===== src/rtl/video_pause_dim.sv =====
// Pause merge, long-pause RGB dimmer and 1-pixel video register stage.
// Optional PAUSE_DIM_FADE_EN: step dim_level gradually, one step per FADE_FRAMES frames.
module video_pause_dim #(
    parameter logic [31:0] DIM_CYCLES  = 32'd480_000_000,
    parameter int unsigned MAX_SHIFT   = 2,
    parameter int unsigned FADE_FRAMES = 8
) (
    input  logic        clk_sys,
    input  logic        reset_n,
    input  logic        ce_pix,
    input  logic        pause_btn,
    input  logic        osd_open,
    input  logic        osd_pause_en,
    input  logic        hs_access,
    input  logic [11:0] rgb_in,
    input  logic        hblank_in,
    input  logic        vblank_in,
    input  logic        hs_in,
    input  logic        vs_in,
    output logic        pause,
    output logic        user_paused,
    output logic [1:0]  dim_level,
    output logic [11:0] rgb_out,
    output logic        hblank_out,
    output logic        vblank_out,
    output logic        hs_out,
    output logic        vs_out
);

    if (MAX_SHIFT > 3 || FADE_FRAMES < 1) begin : g_param_check
        $error("video_pause_dim: MAX_SHIFT must be 0..3 and FADE_FRAMES >= 1");
    end

    localparam logic [1:0] MAX_LVL = MAX_SHIFT[1:0];

    logic        btn_q, btn_d;
    logic        user_paused_q, user_paused_d;
    logic [31:0] timer_q, timer_d;
    logic [1:0]  dim_q, dim_d;
    logic [1:0]  dim_target;
    logic        frame_strobe;
    logic [11:0] rgb_q, rgb_d;
    logic        hblank_q, hblank_d;
    logic        vblank_q, vblank_d;
    logic        hs_q, hs_d;
    logic        vs_q, vs_d;

    always_comb begin
        btn_d         = pause_btn;
        user_paused_d = user_paused_q ^ (pause_btn & ~btn_q);
        if (!user_paused_q)
            timer_d = '0;
        else if (timer_q < DIM_CYCLES)
            timer_d = timer_q + 32'd1;
        else
            timer_d = timer_q;
    end

    // vblank_q is vblank_in as last sampled on ce_pix, so it doubles as the edge detector
    assign frame_strobe = ce_pix & vblank_in & ~vblank_q;
    assign dim_target   = (timer_q == DIM_CYCLES) ? MAX_LVL : 2'd0;

`ifdef PAUSE_DIM_FADE_EN
    localparam int unsigned FCW = (FADE_FRAMES > 1) ? $clog2(FADE_FRAMES) : 1;
    localparam logic [FCW-1:0] FCNT_LAST = FCW'(FADE_FRAMES - 1);

    logic [FCW-1:0] fcnt_q, fcnt_d;
    logic [1:0]     tgt_q, tgt_d;

    always_comb begin
        fcnt_d = fcnt_q;
        tgt_d  = dim_target;
        dim_d  = dim_q;
        if (dim_target != tgt_q) begin
            fcnt_d = '0;
        end else if (frame_strobe) begin
            if (fcnt_q == FCNT_LAST) begin
                fcnt_d = '0;
                if (dim_q < dim_target)
                    dim_d = dim_q + 2'd1;
                else if (dim_q > dim_target)
                    dim_d = dim_q - 2'd1;
            end else begin
                fcnt_d = fcnt_q + 1'b1;
            end
        end
    end

    always_ff @(posedge clk_sys or negedge reset_n) begin
        if (!reset_n) begin
            fcnt_q <= '0;
            tgt_q  <= '0;
        end else begin
            fcnt_q <= fcnt_d;
            tgt_q  <= tgt_d;
        end
    end
`else
    always_comb begin
        dim_d = frame_strobe ? dim_target : dim_q;
    end
`endif

    always_comb begin
        rgb_d    = rgb_q;
        hblank_d = hblank_q;
        vblank_d = vblank_q;
        hs_d     = hs_q;
        vs_d     = vs_q;
        if (ce_pix) begin
            if (hblank_in | vblank_in)
                rgb_d = '0;
            else
                rgb_d = {rgb_in[11:8] >> dim_q, rgb_in[7:4] >> dim_q, rgb_in[3:0] >> dim_q};
            hblank_d = hblank_in;
            vblank_d = vblank_in;
            hs_d     = hs_in;
            vs_d     = vs_in;
        end
    end

    always_ff @(posedge clk_sys or negedge reset_n) begin
        if (!reset_n) begin
            btn_q         <= 1'b0;
            user_paused_q <= 1'b0;
            timer_q       <= '0;
            dim_q         <= '0;
            rgb_q         <= '0;
            hblank_q      <= 1'b1;
            vblank_q      <= 1'b1;
            hs_q          <= 1'b0;
            vs_q          <= 1'b0;
        end else begin
            btn_q         <= btn_d;
            user_paused_q <= user_paused_d;
            timer_q       <= timer_d;
            dim_q         <= dim_d;
            rgb_q         <= rgb_d;
            hblank_q      <= hblank_d;
            vblank_q      <= vblank_d;
            hs_q          <= hs_d;
            vs_q          <= vs_d;
        end
    end

    assign pause       = hs_access | user_paused_q | (osd_open & osd_pause_en);
    assign user_paused = user_paused_q;
    assign dim_level   = dim_q;
    assign rgb_out     = rgb_q;
    assign hblank_out  = hblank_q;
    assign vblank_out  = vblank_q;
    assign hs_out      = hs_q;
    assign vs_out      = vs_q;

endmodule

===== config.mk =====
export PLATFORM = sky130hd
export DESIGN_NAME = video_pause_dim
export DESIGN_NICKNAME = d
export VERILOG_FILES = /design/src/rtl/video_pause_dim.sv
export SDC_FILE = /design/constraint.sdc
export NUM_CORES = 1
export LEC_CHECK = 0
export ABC_AREA = 1
export BUFFER_PORTS_ARGS = -buffer_cell sky130_fd_sc_hd__buf_2
export CORE_AREA = 3 3 107 84
export DETAILED_ROUTE_END_ITERATION = 8
export DIE_AREA = 0 0 110 87
export HOLD_SLACK_MARGIN = 0.08
export PLACE_DENSITY = 0.58
export SLEW_MARGIN = 5
export SYNTH_ARGS = -nofsm -noshare
export SYNTH_HDL_FRONTEND = slang
export SYNTH_SLANG_ARGS = --single-unit

===== constraint.sdc =====
create_clock -name clk_sys -period 2.1 [get_ports clk_sys]
set_clock_uncertainty 0.05 [all_clocks]
set_input_delay 0.21 -clock clk_sys [delete_from_list [all_inputs] [get_ports clk_sys]]
set_output_delay 0.21 -clock clk_sys [all_outputs]
set_load 0.02 [all_outputs]

==> summary.txt, run 1 <==
Timing
  – Fin crit period: 1790 ps
  – Slew headroom: 55.8%
  – Fin. Hold Viols: 0
  – Fin Setup TNS: 0 ps
  – Fmax: 559 MHz
  – Final setup fails: 0
  – Worst-Margin Slew: 663 ps
  – RSZ-0062 raised after global routing: false
  – Fin crit share: 85.1%
  – Max-slew violation count: 0

Worst setup path
  – Slowest cell delay on critical path: 460 ps
  – CP bufs+invs: 2
  – Worst EP arrival: 1950 ps
  – R2r setup slk: 310 ps
  – Crit end category: flop
  – Crit path required time: 2260 ps
  – Worst Setup Start Kind: flop
  – Crit-path max FO: 12
  – Setup CP Type: reg -> reg
  – CP max stage cell: dfrtp_1
  – Crit path cell chain: nor2_4 -> inv_2 -> nor2_2 -> nand2_2 -> nand2_4 -> nand2_1 -> nor2_2 -> nor2_1 -> nand2_1 -> inv_1
  – Top Family by Delay on Critical Path: simple AND/OR/NAND/NOR gates

Floorplan
  – Initial core utilization: 40.2%
  – Core area: 7880 µm²
  – Rows: 28
  – Die X: 110 µm
  – Top Ports: 43
  – DIE HEIGHT: 87 µm
  – Die area: 9570 µm²

Cells and area
  – # nets final: 482
  – Finished Layout Cells: 563
  – Area Overhead vs Synth: 12.9%
  – Final Cell Area: 3570 µm²
  – Share of layout cells above drive strength 1: 19.7%
  – Most frequent cells in the layout: nand2_1 (122), dfrtp_1 (49), nor2_1 (44)
  – Multi-input gate area: 1630 µm²
  – Most common cell after layout, fill and taps aside: nand2_1
  – # diodes: 0
  – Reg area: 1280 µm²
  – # fillers: 807

Synthesis
  – Synth Net Count: 441
  – Sequential share of the synthesized area: 40.4%
  – Yosys Warn Count: 0
  – #FFs+latches synth: 51
  – Post-synth ARST share: 100%
  – Avg Cell Area, Syn: 7.61 µm²
  – Number of distinct library cells after synthesis: 36
  – Synthesized netlist cell count: 416
  – Number of synthesized flops with an enable pin: 0
  – Mapped Area: 3170 µm²
  – Main synth FF type: dfrtp_1

Placement
  – Port bufs: 41
  – Dpl cell area: 3420 µm²
  – Hpwl dp: 5.53 mm
  – Placed insts: 551
  – RePlAce Congestion: 0.885

Routing
  – WL per Instance: 13.2 µm
  – Post-DR vias/cell: 4.85
  – DRT antenna net count: 0
  – DRC: 0
  – Via count: 2731
  – Total routed wirelength: 7.42 mm
  – DR pass1 iterations: 4
  – DRT iter0 DRCs: 110

Global route
  – Global route total overflow: 0
  – Initial antenna violation count: 0
  – Grt met1 use: 26.4%
  – First-pass GRT wire length: 12.5 mm
  – Met2 global-route usage: 22.9%
  – All-layer global routing usage: 16.3%
  – M3 GR Usage: 2.67%
  – Largest net degree at the start of global routing: 52
  – Vias in the first global route: 2496
  – Layer with the highest usage: met1

Min path
  – Hold Path Class: in -> reg

Power
  – VDD IR-drop max: 0.473 mV
  – Static leakage: 0.00165 µW
  – Pwr dens: 644 nW/µm²

Clock tree
  – Post-CTS sizing: 0
  – CTS root buf: clkbuf_8
  – Post-CTS Hold Fix Bufs: 4
  – CTS clk-pin slew, worst paths: 100 ps
  – CTS sink count: 51
  – Setup bufs post-CTS: 0
  – Cts bufs inserted: 5
  – # H-tree levels: 2
  – Clk_lat worst skew: 300 ps
  – Longest Clk Path Bufs: 2
  – CTS tree: built

Flow run
  – Max_cap viols: 0

Status
  – Status: finished, final reports clean
path summary, 6_finish.rpt:
check	from	endpoint	cells past startpoint
min in group asynchronous	reset_n	timer_q[22]	3
worst max register to register	timer_q[24]	timer_q[30]	10
worst min-delay path	hblank_in	hblank_out	3
worst min register to register	timer_q[30]	timer_q[30]	2
max in group asynchronous	reset_n	timer_q[28]	3
worst max-delay path	timer_q[24]	timer_q[30]	10
power by group:
group / switching, µW / leakage [µW] / internal [µW]
clock network: 341 / 0.0000581 / 355
logic: 350 / 0.000907 / 140
registers: 78.3 / 0.000689 / 1040
worst register-to-register path, stage by stage (launching register included):
cell and delay (ps):
dfrtp_1 460, nor2_4 180, inv_2 50, nor2_2 110
nand2_2 70, nand2_4 80, nand2_1 70, nor2_2 400
nor2_1 110, nand2_1 80, inv_1 30
sequential cells by signal (all words and copies together), names as in the netlist:
register / cells
timer_q: 32
rgb_out: 12
btn_q: 1
dim_level: 1
hblank_out: 1
hs_out: 1
user_paused: 1
vblank_out: 1
vs_out: 1
metal layers:
metal  up-vias  share of wire, %
met5         -                 0
met4         0              0.57
met3         4               3.4
met2        37                43
met1      1289                53
li1       1401                 -
synth_stat cells, types with 5 or more instances:
cell type,count,area [µm²]
nand2_1,122,458
dfrtp_1,49,1230
nor2_1,44,165
nand3_1,40,200
inv_1,34,128
o21ai_0,20,100
o21ai_1,14,70.1
xor2_1,13,114
nand3_2,11,110
nor2_2,7,43.8
mux2i_1,6,60.1
nand3b_1,6,45.0
nand2_2,5,31.3
nor2_4,5,56.3
logic make-up after synthesis:
kind of cell             Yosys count  synth area share [%]
AND/OR/NAND/NOR                  251                  38.5
buffers and inverters             53                  7.98
flip-flops                        51                  40.4
AO/OA/AOI/OAI                     36                  5.89
XOR/XNOR                          16                  4.43
multiplexers                       6                  1.90
adder cells (fa/ha/maj)            2                 0.790
other                              1                 0.118
per-stage QoR:
stage	setup slack [ps]	util (%)	hold WS [ps]	total power [µW]
2_1_floorplan	629	-	-136	1450
3_3_place_gp	361	43.4	285	1610
3_5_place_dp	313	43.4	287	1630
4_1_cts	292	45.3	92.7	2320
5_1_grt	127	45.3	108	2420
6_report	312	45.3	95.3	2300
area by class of cell:
cell class                 count  share of cell area, %
clock buffer                   5                   1.93
sequential                    51                   35.8
inverter                      38                   3.99
multi-input combinational    312                   45.7
timing repair buffer          49                   7.70
tap                          105                   3.68
clock inverter                 3                   1.23
(Power assumes the default switching activity.)
==> run 2: changes to the inputs <==
--- a/config.mk
+++ b/config.mk
@@ -11,7 +11,7 @@
 export DETAILED_ROUTE_END_ITERATION = 8
 export DIE_AREA = 0 0 110 87
 export HOLD_SLACK_MARGIN = 0.08
-export PLACE_DENSITY = 0.58
+export PLACE_DENSITY = 0.6
 export SLEW_MARGIN = 5
 export SYNTH_ARGS = -nofsm -noshare
 export SYNTH_HDL_FRONTEND = slang
==> constraint.sdc (replaced) <==
create_clock -name clk_sys -period 1.47 [get_ports clk_sys]
set_clock_uncertainty 0.05 [all_clocks]
set_input_delay 0.147 -clock clk_sys [delete_from_list [all_inputs] [get_ports clk_sys]]
set_output_delay 0.147 -clock clk_sys [all_outputs]
set_load 0.02 [all_outputs]
==> summary.txt, run 2 (synthesis gave the netlist of run 1 again) <==
Status
  – Status: finished with violations
  – Failing checks: negative setup slack

Cells and area
  – Share of layout cells above drive strength 1: 37.2%
  – Area Overhead vs Synth: 39.8%
  – # nets final: 546
  – Most frequent cells in the layout: nand2_1 (115), buf_2 (41), buf_4 (41)
  – # diodes: 0
  – Top reg by flops: timer_q
  – Most common cell after layout, fill and taps aside: nand2_1
  – Max FFs per register: 32
  – Final core utilization: 56.1%
  – Final Cell Area: 4420 µm²
  – Finished Layout Cells: 627

Floorplan
  – Die X: 110 µm
  – Rows: 28
  – Initial core utilization: 40.2%
  – DIE HEIGHT: 87 µm
  – Core area: 7880 µm²
  – Top Ports: 43
  – Die area: 9570 µm²

Clock tree
  – # H-tree levels: 2
  – CTS tree: built
  – Longest Clk Path Bufs: 2
  – Clk_lat worst skew: 310 ps
  – CTS root buf: clkbuf_8
  – Cts bufs inserted: 5
  – CTS clk-pin slew, worst paths: 100 ps
  – CTS sink count: 51

Power
  – Clock power share: 27.3%
  – Total internal power: 2420 µW
  – Switching power total: 1240 µW
  – VDD IR-drop max: 0.641 mV
  – Pwr dens: 828 nW/µm²
  – Static leakage: 0.00205 µW
  – Switching part of the total: 33.9%
  – Share of power burned in registers: 43.5%
  – Power, Total: 3660 µW
  – Gate power share: 29.2%

Flow run
  – Max_cap viols: 0

Worst setup path
  – Worst EP arrival: 1740 ps
  – Worst Setup Start Kind: flop
  – Crit end category: flop
  – Crit-path max FO: 10
  – Crit path required time: 1670 ps
  – Setup CP Type: reg -> reg

Global route
  – Global route total overflow: 0
  – Initial antenna violation count: 0
  – Vias in the first global route: 2922
  – First-pass GRT wire length: 14.2 mm
  – Largest net degree at the start of global routing: 43
  – All-layer global routing usage: 18.8%

Timing
  – Fin crit period: 1540 ps
  – Final setup margin: -69.5 ps
  – Fin. Hold Viols: 0
  – RSZ-0062 raised after global routing: true
  – Fin Setup TNS: -893 ps
  – Final setup fails: 30
  – Fmax: 650 MHz
  – Max-slew violation count: 0
  – Fin crit share: 105%

Placement
  – Dpl cell area: 3800 µm²
  – Port bufs: 41
  – Hpwl dp: 6.15 mm
  – RePlAce Congestion: 0.846
  – Placed insts: 594

Min path
  – Hold Path Class: in -> reg

Routing
  – DRT iter0 DRCs: 176
  – Total routed wirelength: 8.87 mm
  – DRC: 0
  – Via count: 3063
  – DR pass1 iterations: 6
  – DRT antenna net count: 0
  – Post-DR vias/cell: 4.89
  – WL per Instance: 14.1 µm
-- run 2: cell count changes in the layout (fill, tap and decap cells not counted), moves of 8 or more --
cell / delta
dlygate4sd3_1: +17
dfrtp_1: -9
nand3_1: -9
o21ai_2: +13
buf_4: +37
nor2_1: -15
dfrtp_2: +9
nor2_4: +8
-- run 2: worst paths after layout --
check                              end  depth (start not counted)        start  slack (ps)
max                         timer_q[0]                         10  timer_q[25]         -70
max reg2reg                 timer_q[0]                         10  timer_q[25]         -70
min                         rgb_out[0]                          3    rgb_in[0]         100
max in group asynchronous   hblank_out                          3      reset_n         570
min reg2reg                timer_q[31]                          2  timer_q[31]         430
min in group asynchronous  timer_q[25]                          2      reset_n         210
-- run 2: final cells by class --
cell class                      count  area [µm²]
Inverter                           38         143
Fill cell                         715        3460
Tap cell                          105         131
Timing Repair Buffer              113         875
Multi-Input combinational cell    312        1880
Sequential cell                    51        1290
Clock buffer                        6        72.6
Clock inverter                      2        37.5
-- run 2: metrics by stage --
step | setup WS, ps | hold slack [ps]
4_1_cts | -80.8 | 94.8
3_3_place_gp | -126 | 3.78
2_1_floorplan | 11.6 | -199
3_5_place_dp | -165 | -2.78
6_report | -69.5 | 97.5
5_1_grt | -150 | 123
-- run 2: timing repair --
action | in CTS | in global routing
setup endpoints to repair | 32 | 32
pin swaps | 6 | 8
hold buffers | 21 | 0
hold endpoints to repair | 66 | 0
buffers inserted | 1 | 3
gates resized for setup | 44 | 41
-- run 2: power groups by stage --
stage          logic (µW)  clock network [µW]  registers (µW)
2_1_floorplan         443                   0            1620
3_3_place_gp          874                   0            1590
3_5_place_dp          903                   0            1600
4_1_cts              1020                1030            1570
5_1_grt              1160                1070            1610
6_report             1070                1000            1590
-- run 2: routing by layer --
layer  routed length [µm]  global-route usage [%]  part of all wire, %
met1                 4120                    27.1                   46
met2                 4180                    29.3                   47
met3                  517                    4.37                  5.8
met4                   51                    3.28                 0.57
met5                    0                       0                    0
-- run 2: critical path: stages (launching register included) --
cell	delay [ps]
dfrtp_1	420
nor2_4	180
inv_2	50
nor2_2	100
nand2_2	70
nand2_4	90
nand2_2	70
nor2_4	110
buf_6	160
nand3_1	90
nand2_1	80
==> run 3: changes to the inputs <==
--- a/config.mk
+++ b/config.mk
@@ -11,6 +11,7 @@
 export DETAILED_ROUTE_END_ITERATION = 8
 export DIE_AREA = 0 0 110 87
 export HOLD_SLACK_MARGIN = 0.08
+export MAX_ROUTING_LAYER = met4
 export PLACE_DENSITY = 0.6
 export SLEW_MARGIN = 5
 export SYNTH_ARGS = -nofsm -noshare
==> summary.txt, run 3 (synthesis gave the netlist of run 1 again) <==
Status
  – Status: finished with violations
  – Failing checks: negative setup slack

Routing
  – WL met3: 474 µm
  – DRT antenna net count: 0
  – WL met2: 4.06 mm
  – Post-DR vias/cell: 4.91
  – Via count: 3140
  – DR pass1 iterations: 7
  – WL per Instance: 14.1 µm
  – Metal-1 WL: 4.31 mm
  – DRC: 0
  – Total routed wirelength: 8.99 mm
  – Max layer used: met4
  – DRT iter0 DRCs: 204

Clock tree
  – Longest Clk Path Bufs: 2
  – CTS tree: built
  – # H-tree levels: 2
  – Cts bufs inserted: 5
  – CTS clk-pin slew, worst paths: 100 ps
  – Clk_lat worst skew: 320 ps
  – CTS root buf: clkbuf_8
  – CTS sink count: 51

Placement
  – Hpwl dp: 6.22 mm
  – Port bufs: 41
  – Dpl cell area: 3800 µm²
  – RePlAce Congestion: 0.864
  – Placed insts: 595

Floorplan
  – Top Ports: 43
  – DIE HEIGHT: 87 µm
  – Initial core utilization: 40.2%
  – Die area: 9570 µm²
  – Core area: 7880 µm²
  – Rows: 28
  – Die X: 110 µm

Worst setup path
  – Setup CP Type: reg -> reg
  – Worst Setup Start Kind: flop
  – Crit-path max FO: 9
  – FF-to-FF path depth: 9
  – Top Family by Delay on Critical Path: simple AND/OR/NAND/NOR gates
  – R2r setup slk: -100 ps
  – Slowest cell delay on critical path: 450 ps
  – R2r endpoint: timer_q[28]
  – R2r startpoint: timer_q[24]
  – CP max stage cell: dfrtp_2
  – Worst EP arrival: 1720 ps
  – Most common cell on crit path: nor2_4
  – Crit end category: flop
  – Crit path cell chain: nor2_4 -> inv_2 -> nor2_4 -> nand2_2 -> nand2_4 -> nand3_4 -> buf_8 -> nand3_1 -> o21ai_1
  – CP bufs+invs: 2
  – Crit path required time: 1620 ps

Flow run
  – Max_cap viols: 0

Timing
  – Final setup fails: 31
  – Fin Setup TNS: -2070 ps
  – Fin crit share: 107%
  – Max-slew violation count: 0
  – Fin crit period: 1570 ps
  – Fmax: 637 MHz
  – Final setup margin: -100 ps
  – Fin. Hold Viols: 0
  – RSZ-0062 raised after global routing: true

Power
  – Static leakage: 0.00210 µW
  – Pwr dens: 787 nW/µm²
  – VDD IR-drop max: 0.984 mV

Global route
  – First-pass GRT wire length: 14.3 mm
  – All-layer global routing usage: 19.3%
  – Largest net degree at the start of global routing: 28
  – Vias in the first global route: 2940
  – Initial antenna violation count: 0
  – Global route total overflow: 0

Min path
  – Hold Crit Start: rgb_in[1]
  – Hold Path Class: in -> reg
  – Hold Crit Depth: 3
  – Worst hold endpoint: rgb_out[1]

Cells and area
  – Most frequent cells in the layout: nand2_1 (113), buf_4 (49), buf_2 (41)
  – Final Cell Area: 4620 µm²
  – Max FFs per register: 32
  – Final core utilization: 58.7%
  – Share of layout cells above drive strength 1: 41.8%
  – Most common cell after layout, fill and taps aside: nand2_1
  – Top reg by flops: timer_q
  – # diodes: 0
  – # nets final: 558
  – Finished Layout Cells: 639
  – Area Overhead vs Synth: 46.1%
-- run 3: worst max path at each step --
| stage | start | end | slack, ps | cells after the start |
|---|---|---|---|---|
| 6_report | timer_q[24] | timer_q[28] | -100 | 9 |
| 5_1_grt | timer_q[24] | timer_q[0] | -160 | 9 |
| 4_1_cts | timer_q[24] | timer_q[0] | -50 | 10 |
| 3_5_place_dp | timer_q[0] | timer_q[18] | -150 | 7 |
| 3_3_place_gp | timer_q[0] | timer_q[20] | -150 | 9 |
| 2_1_floorplan | timer_q[25] | timer_q[3] | 10 | 10 |
-- run 3: what timing repair did --
action | in CTS | in global routing
cloned | 0 | 1
gates resized for setup | 54 | 59
endpoints found under the setup margin | 32 | 33
setup buffers | 5 | 11
hold buffers | 19 | 0
pin swaps | 8 | 23
endpoints found under the hold margin | 28 | 0
-- run 3: worst register-to-register path, cell delays in order (launching register included) --
cell	delay, ps
dfrtp_2	450
nor2_4	140
inv_2	70
nor2_4	110
nand2_2	70
nand2_4	100
nand3_4	140
buf_8	190
nand3_1	60
o21ai_1	70
-- run 3: power breakdown --
group	leakage, µW	switching (µW)	internal (µW)
Combinational	0.00139	745	505
Clock	0.0000412	488	334
Sequential	0.000671	82.5	1480
Total	0.00210	1320	2320
-- run 3: layout make-up --
type	count	area, µm²
clock buffers	6	72.6
clock inverters	2	12.5
fillers	690	3260
inverters	38	145
multi-input cells	312	1970
flip-flops and latches	51	1290
well taps	105	131
repair buffers	125	1000
-- run 3: metal layers --
layer,GRT usage (%),vias to the layer above
li1,-,1556
met1,28.4,1474
met2,27.5,93
met3,3.63,17
met4,4.42,0
met5,-,-
-- run 3: metrics by stage --
step / hold WS, ps / worst slack (ps) / total power [µW]
2_1_floorplan: -199 / 11.6 / 2070
3_3_place_gp: 72.4 / -149 / 2480
3_5_place_dp: 74.5 / -150 / 2510
4_1_cts: 83.3 / -48.7 / 3470
5_1_grt: 124 / -163 / 3840
6_report: 85.9 / -100 / 3640
